**config.mk**
```make
export PLATFORM = sky130hd
export DESIGN_NAME = stream_demux
export DESIGN_NICKNAME = d
export VERILOG_FILES = /design/src/rtl/stream_demux_pkg.sv /design/src/rtl/demux_ch_buf.sv /design/src/rtl/stream_demux.sv
export SDC_FILE = /design/constraint.sdc
export NUM_CORES = 1
export LEC_CHECK = 0
export ABC_AREA = 1
export CELL_PAD_IN_SITES_DETAIL_PLACEMENT = 1
export CELL_PAD_IN_SITES_GLOBAL_PLACEMENT = 1
export CORE_ASPECT_RATIO = 1.4
export CORE_UTILIZATION = 28
export CTS_CLUSTER_DIAMETER = 150
export DETAILED_ROUTE_END_ITERATION = 10
export PLACE_DENSITY = 0.73
export SLEW_MARGIN = 20
export SYNTH_ARGS = -nofsm -noshare
export SYNTH_HDL_FRONTEND = slang
export SYNTH_SLANG_ARGS = --single-unit
export TNS_END_PERCENT = 50
```
**constraint.sdc**
```tcl
create_clock -name clk -period 1.9 [get_ports clk]
set_clock_uncertainty 0.1 [all_clocks]
set_input_delay 0.57 -clock clk [delete_from_list [all_inputs] [get_ports clk]]
set_output_delay 0.57 -clock clk [all_outputs]
set_load 0.01 [all_outputs]
```
**src/rtl/stream_demux_pkg.sv**
```systemverilog
// Shared definitions for the registered 1:N stream demultiplexer.
//   DEF_DATA_W / DEF_N_CH / DEF_CNT_W : default parameter values
//   ch_state_e                        : per-channel buffer state (EMPTY, FULL)
//   sel_width()                       : width of the channel-select field
package stream_demux_pkg;

  localparam int DEF_DATA_W = 8;
  localparam int DEF_N_CH   = 4;
  localparam int DEF_CNT_W  = 8;

  typedef enum logic {
    EMPTY = 1'b0,
    FULL  = 1'b1
  } ch_state_e;

  // Never narrower than one bit, so a 2-channel build still has a select line.
  function automatic int sel_width(input int n);
    return (n <= 2) ? 1 : $clog2(n);
  endfunction

endpackage

```
**src/rtl/demux_ch_buf.sv**
```systemverilog
// One-entry output buffer for a single demux channel.
// Ports:
//   clk, rst_n    : clock, asynchronous active-low reset
//   wr_i          : load wr_data_i on the next edge
//   wr_data_i     : payload to load
//   m_ready_i     : consumer ready for this channel
//   can_accept_o  : buffer can take a beat this cycle (empty, or draining)
//   m_valid_o     : buffer holds a beat
//   m_data_o      : buffered payload (retains last value when empty)
module demux_ch_buf
  import stream_demux_pkg::*;
#(
  parameter int DATA_W = DEF_DATA_W
) (
  input  logic              clk,
  input  logic              rst_n,
  input  logic              wr_i,
  input  logic [DATA_W-1:0] wr_data_i,
  input  logic              m_ready_i,
  output logic              can_accept_o,
  output logic              m_valid_o,
  output logic [DATA_W-1:0] m_data_o
);

  ch_state_e         state_q, state_d;
  logic [DATA_W-1:0] data_q, data_d;

  // A write wins over a drain: a FULL buffer that is read and written in the
  // same cycle simply reloads, giving one beat per cycle with no bubble.
  always_comb begin
    state_d = state_q;
    data_d  = data_q;
    if (wr_i) begin
      state_d = FULL;
      data_d  = wr_data_i;
    end else if (state_q == FULL && m_ready_i) begin
      state_d = EMPTY;
    end
  end

  always_ff @(posedge clk or negedge rst_n) begin
    if (!rst_n) begin
      state_q <= EMPTY;
      data_q  <= '0;
    end else begin
      state_q <= state_d;
      data_q  <= data_d;
    end
  end

  assign m_valid_o    = (state_q == FULL);
  assign can_accept_o = (state_q == EMPTY) || m_ready_i;
  assign m_data_o     = data_q;

endmodule

```
**src/rtl/stream_demux.sv**
```systemverilog
// Registered 1:N stream demultiplexer. Routes a valid/ready stream to the
// channel picked by s_sel; each channel has a one-entry buffer with its own
// back-pressure. Out-of-range selects are accepted, dropped and counted.
// Optional broadcast: define STREAM_DEMUX_BCAST_EN to let s_bcast write all
// channels at once; otherwise s_bcast is ignored.
// Ports:
//   clk, rst_n        : clock, asynchronous active-low reset
//   s_valid/s_ready   : input handshake
//   s_data, s_sel     : input payload and destination channel
//   s_bcast           : broadcast request (optional feature)
//   m_valid, m_ready  : per-channel output handshake
//   m_data            : per-channel payload, channel k at [k*DATA_W +: DATA_W]
//   drop_cnt          : saturating count of dropped out-of-range beats
module stream_demux
  import stream_demux_pkg::*;
#(
  parameter int DATA_W = DEF_DATA_W,
  parameter int N_CH   = DEF_N_CH,
  parameter int SEL_W  = sel_width(N_CH),
  parameter int CNT_W  = DEF_CNT_W
) (
  input  logic                   clk,
  input  logic                   rst_n,
  input  logic                   s_valid,
  output logic                   s_ready,
  input  logic [DATA_W-1:0]      s_data,
  input  logic [SEL_W-1:0]       s_sel,
  input  logic                   s_bcast,
  output logic [N_CH-1:0]        m_valid,
  input  logic [N_CH-1:0]        m_ready,
  output logic [N_CH*DATA_W-1:0] m_data,
  output logic [CNT_W-1:0]       drop_cnt
);

  localparam int SEL_N = 1 << SEL_W;

  logic [N_CH-1:0]  can_acc, wr;
  logic [SEL_N-1:0] can_acc_pad, sel_in_range;
  logic             bcast, sel_ok, accept, drop;
  logic [CNT_W-1:0] drop_cnt_q, drop_cnt_d;

`ifdef STREAM_DEMUX_BCAST_EN
  assign bcast = s_bcast;
`else
  logic unused_bcast;
  assign unused_bcast = s_bcast;
  assign bcast        = 1'b0;
`endif

  // Full-range lookup tables indexed by s_sel, so a non-power-of-2 N_CH
  // never indexes past the channel vector.
  for (genvar i = 0; i < SEL_N; i++) begin : g_range
    assign sel_in_range[i] = (i < N_CH) ? 1'b1 : 1'b0;
  end

  always_comb begin
    can_acc_pad           = '0;
    can_acc_pad[N_CH-1:0] = can_acc;
  end

  assign sel_ok = sel_in_range[s_sel];

  // Out-of-range beats are always accepted so a bad select cannot stall the
  // producer.
  assign s_ready = bcast  ? &can_acc :
                   sel_ok ? can_acc_pad[s_sel] : 1'b1;
  assign accept  = s_valid && s_ready;
  assign drop    = accept && !bcast && !sel_ok;

  for (genvar k = 0; k < N_CH; k++) begin : g_ch
    assign wr[k] = accept && (bcast || (s_sel == SEL_W'(k)));

    demux_ch_buf #(.DATA_W(DATA_W)) u_ch (
      .clk          (clk),
      .rst_n        (rst_n),
      .wr_i         (wr[k]),
      .wr_data_i    (s_data),
      .m_ready_i    (m_ready[k]),
      .can_accept_o (can_acc[k]),
      .m_valid_o    (m_valid[k]),
      .m_data_o     (m_data[k*DATA_W +: DATA_W])
    );
  end

  always_comb begin
    drop_cnt_d = drop_cnt_q;
    if (drop && (drop_cnt_q != '1)) drop_cnt_d = drop_cnt_q + 1'b1;
  end

  always_ff @(posedge clk or negedge rst_n) begin
    if (!rst_n) drop_cnt_q <= '0;
    else        drop_cnt_q <= drop_cnt_d;
  end

  assign drop_cnt = drop_cnt_q;

endmodule

```
## After elaboration in Yosys (flattened, before gate mapping)

Cells that the tools add are included.

| cells by class | value |
|---|---|
| add/sub/neg operators | 1 |
| magnitude comparators | 1 |
| equal/unequal tests | 4 |
| mux-type cells | 13 |
| bitwise logic cells | 4 |
| reduce and logical (&&, ||, !) cells | 21 |

Operators by type and width:

| operator | count |
|---|---|
| logical AND 1 bit | 11 |
| 2-to-1 mux 1 bit | 11 |
| adder 8 x 1 -> 8 bit (second input constant) | 1 |
| inequality test 8 bit (second input constant) | 1 |
| nonzero test 2 bit | 4 |
| binary-select mux 1 bit (select 2 bit) | 2 |
| equality test 2 bit (second input constant) | 2 |
| logical OR 1 bit | 4 |
| NOT 1 bit | 4 |
| less-than comparator 2 x 3 -> 1 bit (second input constant) | 1 |
| equality test 2 x 1 -> 1 bit (second input constant) | 1 |
| logical NOT 2 bit | 1 |
| logical NOT 1 bit | 1 |

| storage, ports and cells | value |
|---|---|
| register bits | 44 |
| input bits | 18 |
| output and inout bits | 45 |
| logic and storage cells | 53 |

## Logic depth before layout (Yosys ltp)

| depth | value |
|---|---|
| word-level depth | 8 |
| gate-level depth with buffers | 8 |
| depth with buffers taken out | 8 |

## Cells and area by module

Synthesis repeated with hierarchy kept, for this count alone.

| unflattened totals | value |
|---|---|
| cells, all modules | 181 |
| area total of the unflattened synthesis | 1525.2 um2 |

Modules (own cells, without submodules):

| module | times used | cells each | area each (um2) |
|---|---|---|---|
| demux_ch_buf | 4 | 38 | 341.6 |
| stream_demux | 1 | 29 | 158.9 |

## Least setup slack after synthesis

No wires, ideal clock.

| timing | value |
|---|---|
| kind | in2out |
| from | input port s_sel[0] |
| to | output port s_ready |
| arrival time | 1275 ps |
| path slack | -45 ps |
| cell stages on the path | 6 |
| path through | inv_1 > nor2_2 > nand2_1 > nand2_1 > nor2_4 > clkbuf_8 |

| between the ends | value |
|---|---|
| longest elaborated chain between the ends | 3 |

RTL lines:

| element | RTL line | text |
|---|---|---|
| from (decl) | stream_demux.sv:27 | `input logic [SEL_W-1:0] s_sel,` |
| binary-select mux 1 bit (select 2 bit), on equally long branches | stream_demux.sv:66, stream_demux.sv:61 |  |
| 2-to-1 mux 1 bit, on equally long branches | stream_demux.sv:66, stream_demux.sv:61 |  |
| 2-to-1 mux 1 bit * | stream_demux.sv:66 | `sel_ok ? can_acc_pad[s_sel] : 1'b1;` |
| to (decl) | stream_demux.sv:25 | `output logic s_ready,` |

Every way passes the cells marked *; elsewhere a longest branch is shown, timed or not. The select of a mux whose other input is x is not followed.

## Worst setup path in the final report

| timing | value |
|---|---|
| from | register g_ch[3].u_ch.data_q[0] |
| to | output port m_data[24] |

RTL lines:

| element | RTL line | text |
|---|---|---|
| from (decl) | demux_ch_buf.sv:26 | `logic [DATA_W-1:0] data_q, data_d;` |
| from (signal assigned) | demux_ch_buf.sv:47 | `data_q <= data_d;` |
| to (decl) | stream_demux.sv:31 | `output logic [N_CH*DATA_W-1:0] m_data,` |

No word-level cell between the ends.

==> results.json <==
{
  "outcome": "completed",
  "internal_power_mw": 1.53,
  "maxCapViolations": 0,
  "worst_slack_ns": 0.0328,
  "swShare_pct": 30.4,
  "netlist_top_cells_area": "dfrtp_1 55%, nand2_1 16%, nand4_1 12%",
  "synthArstFlopShare_pct": 100,
  "grt_pass1_wl_mm": 7.72,
  "drt-total-wl_mm": 4.72,
  "hold_buffers": 0,
  "yosys.area.top_type_share_pct": 54.5,
  "required_ns": 1.23,
  "ctsLongestPathBuffers": 2,
  "cts_made_buffers": 5,
  "hp-class": "reg2reg",
  "drt_iter0_markers": 48,
  "ant_nets": 0,
  "cts_sinks": 36,
  "port_buffers": 53,
  "hpwl_mm": 3.41,
  "power_frac_comb_pct": 29.1,
  "crit_fanout": 2,
  "die_w_um": 66.9,
  "clk_latency_ns": 0.29,
  "area_delta_synth_final_pct": 46.3,
  "arrival_ns": 1.20,
  "synth_seq_area_share_pct": 54.5,
  "path_cells": "clkdlybuf4s50_1",
  "end_kind": "output port",
  "powerDensity_mw_per_mm2": 908,
  "grt_util_all_layers_pct": 17.0,
  "gr-total-overflow": 0,
  "gp_routability_congestion": 0.685,
  "synth.most_common_cell": "nand2_1",
  "nets": 260,
  "antenna_found_initial": 0,
  "n_fill_cell": 659,
  "p_switching_uw": 666,
  "drive_gt1_share_pct": 20.2,
  "htreeDepth": 2,
  "dieArea_mm2": 0.00622,
  "clock.fmax_mhz": 536,
  "post-place-ws_ns": -0.790,
  "antenna_cells": 0,
  "drt-vias-per-instance": 4.85,
  "avgSynthCellArea_um2": 9.08,
  "tns_ns": 0,
  "drc_errors": 0,
  "critPathSlowestCell": "clkdlybuf4s50_1",
  "critical-path-top-delay-family": "buffers and inverters",
  "rr_worst_depth": 9,
  "syn_inst": 182,
  "drv_slew": 0,
  "crit_type": "reg2out",
  "path_buf_inv": 1,
  "first_global_vias": 1493,
  "drt_pass1_iterations": 6,
  "yosys-top-cells-count": "71 x nand2_1, 36 x dfrtp_1, 32 x nand4_1, 12 x buf_4, 6 x inv_1",
  "synth_xor_area_share_pct": 0,
  "clockPowerShare_pct": 25.8,
  "p_leak_nw": 1.31,
  "peakVddDrop_uv": 372,
  "initial_core_util_pct": 29.5,
  "wl_per_cell_um": 15.2,
  "start_kind": "register",
  "cts_tree": "yes",
  "core_mm2": 0.00561,
  "grt_max_degree": 37,
  "synthAdderAreaFrac_pct": 0,
  "path_clk_slew_ns": 0.07,
  "slowest_delay_ns": 0.54,
  "r2r_slack_ns": 0.24,
  "synth.mux.area_fraction_pct": 0,
  "synth_edf_count": 0,
  "io_pins": 63,
  "rsz0062_at_grt": "false",
  "die_y_um": 92.9,
  "crit_cells": 1,
  "finalCritPeriodShare_pct": 98.3,
  "synth-compound-area-share_pct": 1.21,
  "yosys_warnings": 0,
  "num_rows": 32,
  "finalHoldViolCount": 0,
  "pwr-share-seq_pct": 45.2,
  "vias": 1509,
  "yosys.area.top_type": "dfrtp_1",
  "synth_top_family_by_area": "simple AND/OR/NAND/NOR gates",
  "ys.flop_type": "dfrtp_1",
  "whs_path_depth": 2,
  "ys_types": 15,
  "fin_crit_ns": 1.87,
  "synth_simple_gate_area_share_pct": 33.4,
  "cts_root_buf": "clkbuf_8",
  "netlist_area_mm2": 0.00165,
  "ys_ff_latch": 36,
  "finalSetupViolCount": 0
}
power groups by stage:
stage                     Sequential, mW  Combinational (mW)  Clock, mW
after global routing                1.01               0.704      0.610
after global placement              1.01               0.651          0
after CTS                          0.996               0.662      0.582
final                              0.991               0.638      0.566
after detailed placement            1.01               0.662          0
after floorplan                     1.05               0.209          0
cell families (layout without fill, tap and decap cells):
family                 after synthesis  after routing
DFF                                 36             36
other                                1              8
and+or+nand+nor                    115            115
buffers and inverters               26             80
AOI/OAI and AO/OA                    4              4
worst paths after layout:
kind / to / startpoint
max: m_data[24] / g_ch[3].u_ch.m_data_o[0]$_DFFE_PN0P_
min: g_ch[1].u_ch.m_data_o[1]$_DFFE_PN0P_ / g_ch[1].u_ch.m_data_o[1]$_DFFE_PN0P_
max reg2reg: g_ch[3].u_ch.m_data_o[5]$_DFFE_PN0P_ / g_ch[2].u_ch.m_valid_o$_DFFE_PN0P_
min reg2reg: g_ch[1].u_ch.m_data_o[1]$_DFFE_PN0P_ / g_ch[1].u_ch.m_data_o[1]$_DFFE_PN0P_
max in group asynchronous: g_ch[1].u_ch.m_data_o[4]$_DFFE_PN0P_ / rst_n
min in group asynchronous: g_ch[2].u_ch.m_data_o[1]$_DFFE_PN0P_ / rst_n
per-stage QoR:
step / util, % / instance area (µm²) / std cells / hold slack, ns / total power, mW
floorplan: - / 1710 / 189 / 0.174 / 1.26
global placement: 41.1 / 2300 / 304 / 0.359 / 1.66
detailed placement: 41.1 / 2300 / 304 / 0.365 / 1.67
CTS: 43.0 / 2410 / 313 / 0.382 / 2.24
global route: 43.1 / 2420 / 311 / 0.390 / 2.32
finish: 43.1 / 2420 / 311 / 0.374 / 2.20
final cells by class:
class | instances | area, µm² | share of cell area [%]
timing repair buffer | 65 | 659 | 27.3
multi-input combinational | 127 | 647 | 26.7
sequential | 36 | 901 | 37.2
tap | 68 | 85.1 | 3.52
clock inverter | 2 | 10.0 | 0.414
inverter | 7 | 33.8 | 1.40
clock buffer | 6 | 82.6 | 3.41
flip-flops by register name, indices dropped and copies added, names as in the netlist:
register / count
g_ch.u_ch.m_data_o: 32
g_ch.u_ch.m_valid_o: 4
timing repair:
action,in CTS,in global routing
setup buffers,1,0
setup endpoints to repair,40,49
pin swaps,6,11
resized for setup,24,29
hold endpoints to repair,0,0
worst register-to-register path, cell delays in order (launching register included):
cell	delay, ns
dfrtp_1	0.40
inv_2	0.07
nor2_2	0.04
nand2_2	0.05
nand2_2	0.06
nor2_4	0.13
buf_6	0.27
nand3_2	0.24
nand2_1	0.12
nand2_1	0.06
cell usage in the layout (no fill, tap or decap), drive strengths merged:
| master | n |
|---|---|
| nand2 | 71 |
| dfrtp | 36 |
| nand4 | 32 |
| clkdlybuf4s50 | 31 |
| buf | 15 |
| dlymetal6s2s | 12 |
| clkbuf | 10 |
| conb | 8 |
| nor2 | 8 |
| inv | 7 |
| nand3 | 4 |
| o21ai | 4 |
| clkinv | 2 |
| dlygate4sd2 | 2 |
| clkdlybuf4s15 | 1 |
routing by layer:
| layer | up-vias | global-route usage (%) | share of wire, % | wire length, µm |
|---|---|---|---|---|
| li1 | 714 | - | - | - |
| met1 | 740 | 21.0 | 40 | 1910 |
| met3 | 6 | 2.83 | 4.3 | 203 |
| met2 | 49 | 28.3 | 53 | 2500 |
| met5 | - | 0 | 0 | 0 |
| met4 | 0 | 7.98 | 2.2 | 106 |
(Power assumes the default switching activity.)
